<file path="src/rtl/pll_reset_ctrl.sv">
// iCE40 SB_PLL40_PAD reset/lock sequencer, runs on the 12 MHz ref clock.
// Optional feature macro: PLL_RETRY_EN (lock-timeout retry + retry_cnt).
module pll_reset_ctrl #(
  parameter int PLL_RESET_CYCLES    = 16,
  parameter int LOCK_STABLE_CYCLES  = 1024,
  parameter int LOCK_TIMEOUT_CYCLES = 65536
) (
  input  logic       clk,
  input  logic       resetn,
  input  logic       pll_lock,
  input  logic       sw_reset_req,
  output logic       pll_resetb,
  output logic       sys_resetn,
  output logic       ready,
  output logic [3:0] retry_cnt,
  output logic       lock_lost
);

  localparam int MAX_A = (PLL_RESET_CYCLES > LOCK_STABLE_CYCLES) ?
                         PLL_RESET_CYCLES : LOCK_STABLE_CYCLES;
`ifdef PLL_RETRY_EN
  localparam int MAX_C = (MAX_A > LOCK_TIMEOUT_CYCLES) ?
                         MAX_A : LOCK_TIMEOUT_CYCLES;
`else
  localparam int MAX_C = MAX_A;
`endif
  localparam int CW = $clog2(MAX_C) + 1;

  localparam logic [CW-1:0] C_RST_END = CW'(PLL_RESET_CYCLES - 1);
  localparam logic [CW-1:0] C_STB_END = CW'(LOCK_STABLE_CYCLES - 1);
`ifdef PLL_RETRY_EN
  localparam logic [CW-1:0] C_TO_END  = CW'(LOCK_TIMEOUT_CYCLES - 1);
`endif

  typedef enum logic [1:0] {
    S_PLL_RST,
    S_WAIT_LOCK,
    S_STABLE,
    S_RUN
  } state_t;

  state_t          r_state;
  state_t          w_next;
  logic [CW-1:0]   r_cnt;
  logic [CW-1:0]   w_cnt_nxt;
  logic            r_sync1;
  logic            r_lock_s;
  logic            r_pll_resetb;
  logic            r_sys_resetn;
  logic            r_ready;
  logic            r_lock_lost;
  logic            w_lost_set;
`ifdef PLL_RETRY_EN
  logic            w_timeout;
  logic [3:0]      r_retry;
`endif

  always_ff @(posedge clk or negedge resetn) begin
    if (!resetn) begin
      r_sync1  <= 1'b0;
      r_lock_s <= 1'b0;
    end else begin
      r_sync1  <= pll_lock;
      r_lock_s <= r_sync1;
    end
  end

  always_comb begin
    w_next     = r_state;
    w_cnt_nxt  = r_cnt;
    w_lost_set = 1'b0;
`ifdef PLL_RETRY_EN
    w_timeout  = 1'b0;
`endif
    unique case (r_state)
      S_PLL_RST: begin
        if (r_cnt == C_RST_END) begin
          w_next    = S_WAIT_LOCK;
          w_cnt_nxt = '0;
        end else begin
          w_cnt_nxt = r_cnt + 1'b1;
        end
      end
      S_WAIT_LOCK: begin
        if (r_lock_s) begin
          w_next    = S_STABLE;
          w_cnt_nxt = '0;
        end
`ifdef PLL_RETRY_EN
        else if (r_cnt == C_TO_END) begin
          w_next    = S_PLL_RST;
          w_cnt_nxt = '0;
          w_timeout = 1'b1;
        end else begin
          w_cnt_nxt = r_cnt + 1'b1;
        end
`endif
      end
      S_STABLE: begin
        if (!r_lock_s) begin
          w_next    = S_WAIT_LOCK;
          w_cnt_nxt = '0;
        end else if (r_cnt == C_STB_END) begin
          w_next    = S_RUN;
          w_cnt_nxt = '0;
        end else begin
          w_cnt_nxt = r_cnt + 1'b1;
        end
      end
      S_RUN: begin
        if (!r_lock_s) begin
          w_next     = S_PLL_RST;
          w_cnt_nxt  = '0;
          w_lost_set = 1'b1;
        end
      end
      default: begin
        w_next    = S_PLL_RST;
        w_cnt_nxt = '0;
      end
    endcase
    // Software restart wins, but a coincident lock loss is still recorded
    if (sw_reset_req) begin
      w_next    = S_PLL_RST;
      w_cnt_nxt = '0;
`ifdef PLL_RETRY_EN
      w_timeout = 1'b0;
`endif
    end
  end

  always_ff @(posedge clk or negedge resetn) begin
    if (!resetn) begin
      r_state      <= S_PLL_RST;
      r_cnt        <= '0;
      r_pll_resetb <= 1'b0;
      r_sys_resetn <= 1'b0;
      r_ready      <= 1'b0;
      r_lock_lost  <= 1'b0;
    end else begin
      r_state      <= w_next;
      r_cnt        <= w_cnt_nxt;
      r_pll_resetb <= (w_next != S_PLL_RST);
      r_sys_resetn <= (w_next == S_RUN);
      r_ready      <= (w_next == S_RUN);
      if (w_lost_set) begin
        r_lock_lost <= 1'b1;
      end
    end
  end

`ifdef PLL_RETRY_EN
  always_ff @(posedge clk or negedge resetn) begin
    if (!resetn) begin
      r_retry <= 4'd0;
    end else if (w_timeout && (r_retry != 4'hF)) begin
      r_retry <= r_retry + 4'd1;
    end
  end

  assign retry_cnt = r_retry;
`else
  assign retry_cnt = 4'd0;
`endif

  assign pll_resetb = r_pll_resetb;
  assign sys_resetn = r_sys_resetn;
  assign ready      = r_ready;
  assign lock_lost  = r_lock_lost;

endmodule

</file>
<file path="config.mk">
export PLATFORM = sky130hd
export DESIGN_NAME = pll_reset_ctrl
export DESIGN_NICKNAME = d
export VERILOG_FILES = /design/src/rtl/pll_reset_ctrl.sv
export SDC_FILE = /design/constraint.sdc
export NUM_CORES = 1
export LEC_CHECK = 0
export CORE_MARGIN = 2
export CORE_UTILIZATION = 34
export CTS_CLUSTER_DIAMETER = 100
export DETAILED_ROUTE_END_ITERATION = 10
export PLACE_DENSITY_LB_ADDON = 0.12
export RECOVER_POWER = 100
export SLEW_MARGIN = 20
export SYNTH_ARGS = -nofsm -noshare
export SYNTH_HDL_FRONTEND = slang
export SYNTH_SLANG_ARGS = --single-unit
</file>
<file path="constraint.sdc">
create_clock -name clk -period 2.85 [get_ports clk]
set_input_delay 0.7125 -clock clk [delete_from_list [all_inputs] [get_ports clk]]
set_output_delay 0.7125 -clock clk [all_outputs]
set_load 0.02 [all_outputs]
</file>
==> results of run 1 <==
-- state kept, by name, summed over array words and instances (netlist names) --
name	cells
r_cnt	11
r_state	2
lock_lost	1
r_lock_s	1
r_sync1	1
ready	1
pll_resetb	1
-- synth_stat cells, types with 2 or more instances --
library cell   n
a21oi_1        5
o31ai_1        3
nand2_1        6
or4_1          2
nand3_1        5
inv_1          6
nor4b_1        2
or3_1          2
o21ai_0        7
nor2_1         6
dfrtp_1       18
buf_4          5
a211oi_1       2
a31oi_1        3
nor3_1         2
a21o_1         4
-- cells in the final DEF (no fill, tap or decap), types with 2 or more instances in the layout --
| cell | synthesis | final |
|---|---|---|
| dfrtp_1 | 18 | 18 |
| o21ai_0 | 7 | 8 |
| dlygate4sd3_1 | 0 | 7 |
| inv_1 | 6 | 6 |
| nand3_1 | 5 | 6 |
| nand2_1 | 6 | 6 |
| nor2_1 | 6 | 6 |
| a21oi_1 | 5 | 5 |
| a21o_1 | 4 | 4 |
| conb_1 | 1 | 4 |
| a31oi_1 | 3 | 3 |
| o31ai_1 | 3 | 3 |
| clkbuf_4 | 0 | 3 |
| a211oi_1 | 2 | 2 |
| nor3_1 | 2 | 2 |
| or4_1 | 2 | 2 |
| nor4b_1 | 2 | 2 |
| or3_1 | 2 | 2 |
-- layer usage --
| layer | GRT usage | share of wire | up-vias |
|---|---|---|---|
| li1 | - | - | 375 |
| met4 | 0.06645 | 0.0084 | 0 |
| met3 | 0.03175 | 0.056 | 2 |
| met2 | 0.2192 | 0.48 | 23 |
| met1 | 0.2000 | 0.46 | 385 |
| met5 | 0 | 0 | - |
-- how the worst min path moves through the flow --
stage	startpoint	endpoint	slack (ns)	cells after the start
after global placement	r_sync1	r_lock_s	0.33	0
after global routing	r_sync1	r_lock_s	0.38	0
final	r_sync1	r_lock_s	0.36	0
after floorplan	r_sync1	r_lock_s	0.33	0
after detailed placement	r_sync1	r_lock_s	0.34	0
after CTS	r_sync1	r_lock_s	0.36	0
-- power by group --
group          internal (mW)  total, mW  switching (mW)
clock                 0.0778      0.160          0.0822
sequential             0.260      0.265         0.00446
combinational         0.0101     0.0300          0.0199
-- worst register-to-register path, cell delays in order (launching register included) --
cell     delay [ns]
dfrtp_1        0.40
ha_1           0.20
nand3_1        0.30
nor4_2         0.55
o21ai_0        0.34
a22oi_1        0.26
nor2_1         0.06
-- cell families after synthesis --
logic type | after synthesis | synth area share
AO/OA/AOI/OAI | 31 | 0.2346
XOR/XNOR | 1 | 0.008976
adder cells (fa/ha/maj) | 1 | 0.01282
buffers and inverters | 13 | 0.07051
flip-flops | 18 | 0.4615
other | 1 | 0.003842
AND/OR/NAND/NOR | 34 | 0.2077
-- area by class of cell --
| type | instances | area share |
|---|---|---|
| flip-flops and latches | 18 | 0.4181 |
| well taps | 31 | 0.03600 |
| repair buffers | 8 | 0.06853 |
| inverters | 6 | 0.02091 |
| multi-input cells | 71 | 0.4228 |
| clock buffers | 4 | 0.03368 |
==> results.py, run 1 <==
metrics = {
    "global_route": {
        "grt_max_degree": 19,
        "grt_first_pass_wirelength_mm": 3.650,
        "grt-ovfl-total": 0,
        "track_usage": 0.1456,
        "antenna_found_initial": 0,
        "grt_pass1_vias": 773,
    },
    "synth": {
        "syn_area_per_cell_sq_um": 9.858,
        "synthesis.area_sq_um": 975.9,
        "synth-seq-area-share": 0.4615,
        "yosysTopAreaCellShare": 0.4615,
        "ys_ff_latch": 18,
        "yosys-top-cells-area": "dfrtp_1 (46%), buf_4 (3.8%), o21ai_0 (3.6%)",
        "async_reset_ff_frac": 1.000,
        "ys_warn_count": 0,
        "synth_cell_types": 37,
        "synth_edf_count": 0,
        "ys.flop_type": "dfrtp_1",
        "yosys.area.top_type": "dfrtp_1",
        "synthCells": 99,
    },
    "detailed_routing": {
        "drt_iter0_drc": 17,
        "vias": 785,
        "drt_pre_antenna_iters": 4,
        "post_drt_wl_per_cell_um": 14.74,
        "viasPerCell": 5.688,
        "drtAntennaViolNets": 0,
        "wl_mm": 2.034,
        "route.detailed.drc": 0,
    },
    "critical_path": {
        "slowest_delay_ns": 0.56,
        "critPathTopFamily": "buffers and inverters",
        "critical_path_buf_inv_count": 3,
        "critPathKind": "in -> reg",
        "worstSetupStartpointType": "input port",
        "regToRegStartpoint": "r_cnt[0]",
        "required_ns": 3.05,
        "cp.depth": 6,
        "startpoint": "sw_reset_req",
        "critPathCapture": "r_cnt[7]",
        "critPathMaxFanout": 16,
        "crit_chain": "dlygate4sd3_1 > clkbuf_1 > inv_1 > nand2_1 > o31ai_1 > a21o_1",
        "rr_worst_depth": 6,
        "cp.arrival_ns": 2.51,
        "crit_path_end_kind": "register",
        "slowest_stage": "clkbuf_1",
        "reg2reg_slack_ns": 0.61,
        "r2r-end": "r_cnt[1]",
    },
    "sta": {
        "setup_violations": 0,
        "final_hold_viol_count": 0,
        "fmax_mhz": 433.6,
        "skew_ns": 0.01471,
        "rsz0062_at_grt": "false",
        "relSlewSlack": 0.4527,
        "tightestPinTransition_ns": 0.8183,
        "period_share": 0.8092,
        "timing.final.ws_setup_ns": 0.5439,
        "fin_hold_ws_ns": 0.3561,
        "fin_crit_ns": 2.306,
        "maxSlewViolCount": 0,
        "finalSetupTns_ns": 0,
    },
    "clock_tree": {
        "cts_made_buffers": 3,
        "htreeDepth": 1,
        "cts_tree": "yes",
        "cts_sinks": 18,
        "ctsHoldBuffers": 0,
        "worstSkewPairLatency_ns": 0.30,
        "cts_buffer_depth": 2,
        "cts-resized-gates": 0,
        "clk_pin_slew_ns": 0.12,
        "post-cts-setup-buffers": 0,
        "ctsRootBufferMaster": "clkbuf_4",
    },
    "power_and_ir_drop": {
        "peakVddDrop_mv": 0.2503,
        "power_density_nw_per_um2": 422.3,
        "leakagePower_nw": 0.4732,
        "total_power_mw": 0.4549,
    },
    "floorplanning": {
        "num_rows": 19,
        "core_area_sq_um": 2734,
        "die_w_um": 57.58,
        "start_util": 0.3570,
        "fp.dieH_um": 57.58,
        "io_pins": 12,
        "die_area_sq_um": 3315,
    },
    "layout": {
        "fin_cells": 138,
        "regArea_sq_um": 450.4,
        "nets": 113,
        "post-route-util": 0.3941,
        "fillers": 270,
        "diodes": 0,
        "final_area_sq_um": 1077,
        "multi_input_area_sq_um": 455.4,
        "areaGrowthSynthToFinish_pct": 10.38,
        "final_layout_size_suffix_gt1_frac": 0.08411,
    },
    "placement": {
        "place_congestion": 0.8165,
        "dp.cells": 134,
        "placed_area_sq_um": 1057,
        "dp_hpwl_mm": 1.430,
        "port_buffers": 7,
        "post-place-ws_ns": 0.6844,
    },
    "worst_hold_path": {
        "hold_path.class": "reg -> reg",
    },
    "outcome": {
        "status": "complete, no violations",
    },
    "flow_run": {
        "cap_viol_max_count": 0,
    },
}
Power figures use the tool's default switching activity.
==> run 2, diff against run 1 <==
==> constraint.sdc (replaced) <==
create_clock -name clk -period 2.1 [get_ports clk]
set_input_delay 0.525 -clock clk [delete_from_list [all_inputs] [get_ports clk]]
set_output_delay 0.525 -clock clk [all_outputs]
set_load 0.02 [all_outputs]
==> results.py, run 2 (same netlist as run 1, synthesis figures left out) <==
metrics = {
    "outcome": {
        "status": "complete, no violations",
    },
    "power_and_ir_drop": {
        "total_power_mw": 0.6281,
        "power_density_nw_per_um2": 560.9,
        "leakagePower_nw": 0.4916,
        "peakVddDrop_mv": 0.3701,
    },
    "global_route": {
        "grt_pass1_vias": 745,
        "use_met3": 0.02041,
        "global_route.usage.met1": 0.2074,
        "met2_usage": 0.2094,
        "busiest_layer": "met2",
        "grt_first_pass_wirelength_mm": 3.588,
        "antenna_found_initial": 0,
        "grt-ovfl-total": 0,
        "grt_max_degree": 19,
        "track_usage": 0.1434,
    },
    "clock_tree": {
        "cts_sinks": 18,
        "clk_pin_slew_ns": 0.12,
        "cts_made_buffers": 3,
        "worstSkewPairLatency_ns": 0.31,
        "post-cts-setup-buffers": 0,
        "cts_buffer_depth": 2,
        "ctsRootBufferMaster": "clkbuf_4",
        "htreeDepth": 1,
        "cts_tree": "yes",
    },
    "floorplanning": {
        "die_w_um": 57.58,
        "core_area_sq_um": 2734,
        "start_util": 0.3570,
        "num_rows": 19,
        "die_area_sq_um": 3315,
        "fp.dieH_um": 57.58,
        "io_pins": 12,
    },
    "sta": {
        "fin_crit_ns": 1.951,
        "rsz0062_at_grt": "false",
        "final_hold_viol_count": 0,
        "maxSlewViolCount": 0,
        "period_share": 0.9291,
        "fmax_mhz": 512.6,
        "finalSetupTns_ns": 0,
        "setup_violations": 0,
        "relSlewSlack": 0.3221,
        "tightestPinTransition_ns": 1.017,
        "skew_ns": 0.01018,
    },
    "placement": {
        "place_congestion": 0.7449,
        "port_buffers": 7,
        "dp_hpwl_mm": 1.479,
    },
    "critical_path": {
        "critPathMaxFanout": 9,
        "critPathKind": "reg -> reg",
        "cp.arrival_ns": 2.16,
        "required_ns": 2.31,
        "crit_path_end_kind": "register",
        "worstSetupStartpointType": "register",
        "rr_worst_depth": 5,
    },
    "worst_hold_path": {
        "hold_path.class": "reg -> reg",
        "hold_depth": 0,
    },
    "layout": {
        "nets": 116,
        "regArea_sq_um": 450.4,
        "largest_register_ff_count": 11,
        "top_register": "r_cnt",
        "final_common_cell": "dfrtp_1",
        "final_cell_mix": "dfrtp_1 (18), o21ai_0 (7)",
        "diodes": 0,
        "multi_input_area_sq_um": 475.5,
        "largestRegisters": "r_cnt x11, r_state x2",
        "fillers": 275,
        "final_layout_size_suffix_gt1_frac": 0.1455,
        "areaGrowthSynthToFinish_pct": 14.74,
    },
    "detailed_routing": {
        "viasPerCell": 5.532,
        "drt_iter0_drc": 21,
        "drt_pre_antenna_iters": 4,
        "drtAntennaViolNets": 0,
        "vias": 780,
        "route.detailed.drc": 0,
        "wl_mm": 2.109,
        "post_drt_wl_per_cell_um": 14.96,
    },
    "flow_run": {
        "cap_viol_max_count": 0,
    },
}
run 2: layout make-up:
class,count,area share
well taps,31,0.03464
clock buffers,4,0.03240
repair buffers,11,0.08603
multi-input cells,71,0.4246
inverters,6,0.02011
flip-flops and latches,18,0.4022
run 2: report_power, final:
| part | total, mW | internal (mW) | switching [mW] |
|---|---|---|---|
| sequential | 0.360 | 0.353 | 0.00639 |
| combinational | 0.0437 | 0.0156 | 0.0281 |
| clock | 0.225 | 0.106 | 0.119 |
run 2: critical path, cell delays in order, from the launching register on:
cell and delay (ns):
dfrtp_1 0.41, or4_4 0.56, o41ai_4 0.35, o21a_4 0.26
o31ai_1 0.09, a21o_1 0.18
run 2: stage by stage:
step           instance area (sq um)  setup slack (ns)  utilization  cells  hold WS, ns
5_1_grt                         1120          0.004577       0.4096    141       0.3862
3_5_place_dp                    1080            0.1378       0.3950    137       0.3404
2_1_floorplan                  987.2            0.2832            -    102       0.2294
3_3_place_gp                    1080            0.1616       0.3950    137       0.3358
4_1_cts                         1116            0.1235       0.4082    141       0.3647
6_report                        1120            0.1490       0.4096    141       0.3619
run 2: per-layer routing:
metal  vias up  wire, um
met5         -         0
met2        16       942
met3         5        59
li1        383         -
met1       376      1062
met4         0        44
run 2: worst paths after layout:
check,to,slack (ns),from
max,r_cnt[7],0.15,r_cnt[7]
min,r_lock_s,0.36,r_sync1
max reg2reg,r_cnt[7],0.15,r_cnt[7]
min reg2reg,r_lock_s,0.36,r_sync1
max in group asynchronous,r_state[1],0.59,resetn
min in group asynchronous,r_cnt[10],0.89,resetn
run 2: repair_timing:
action	CTS	global route
gates resized for setup	0	2
endpoints found under the setup margin	0	4
hold buffers	0	0
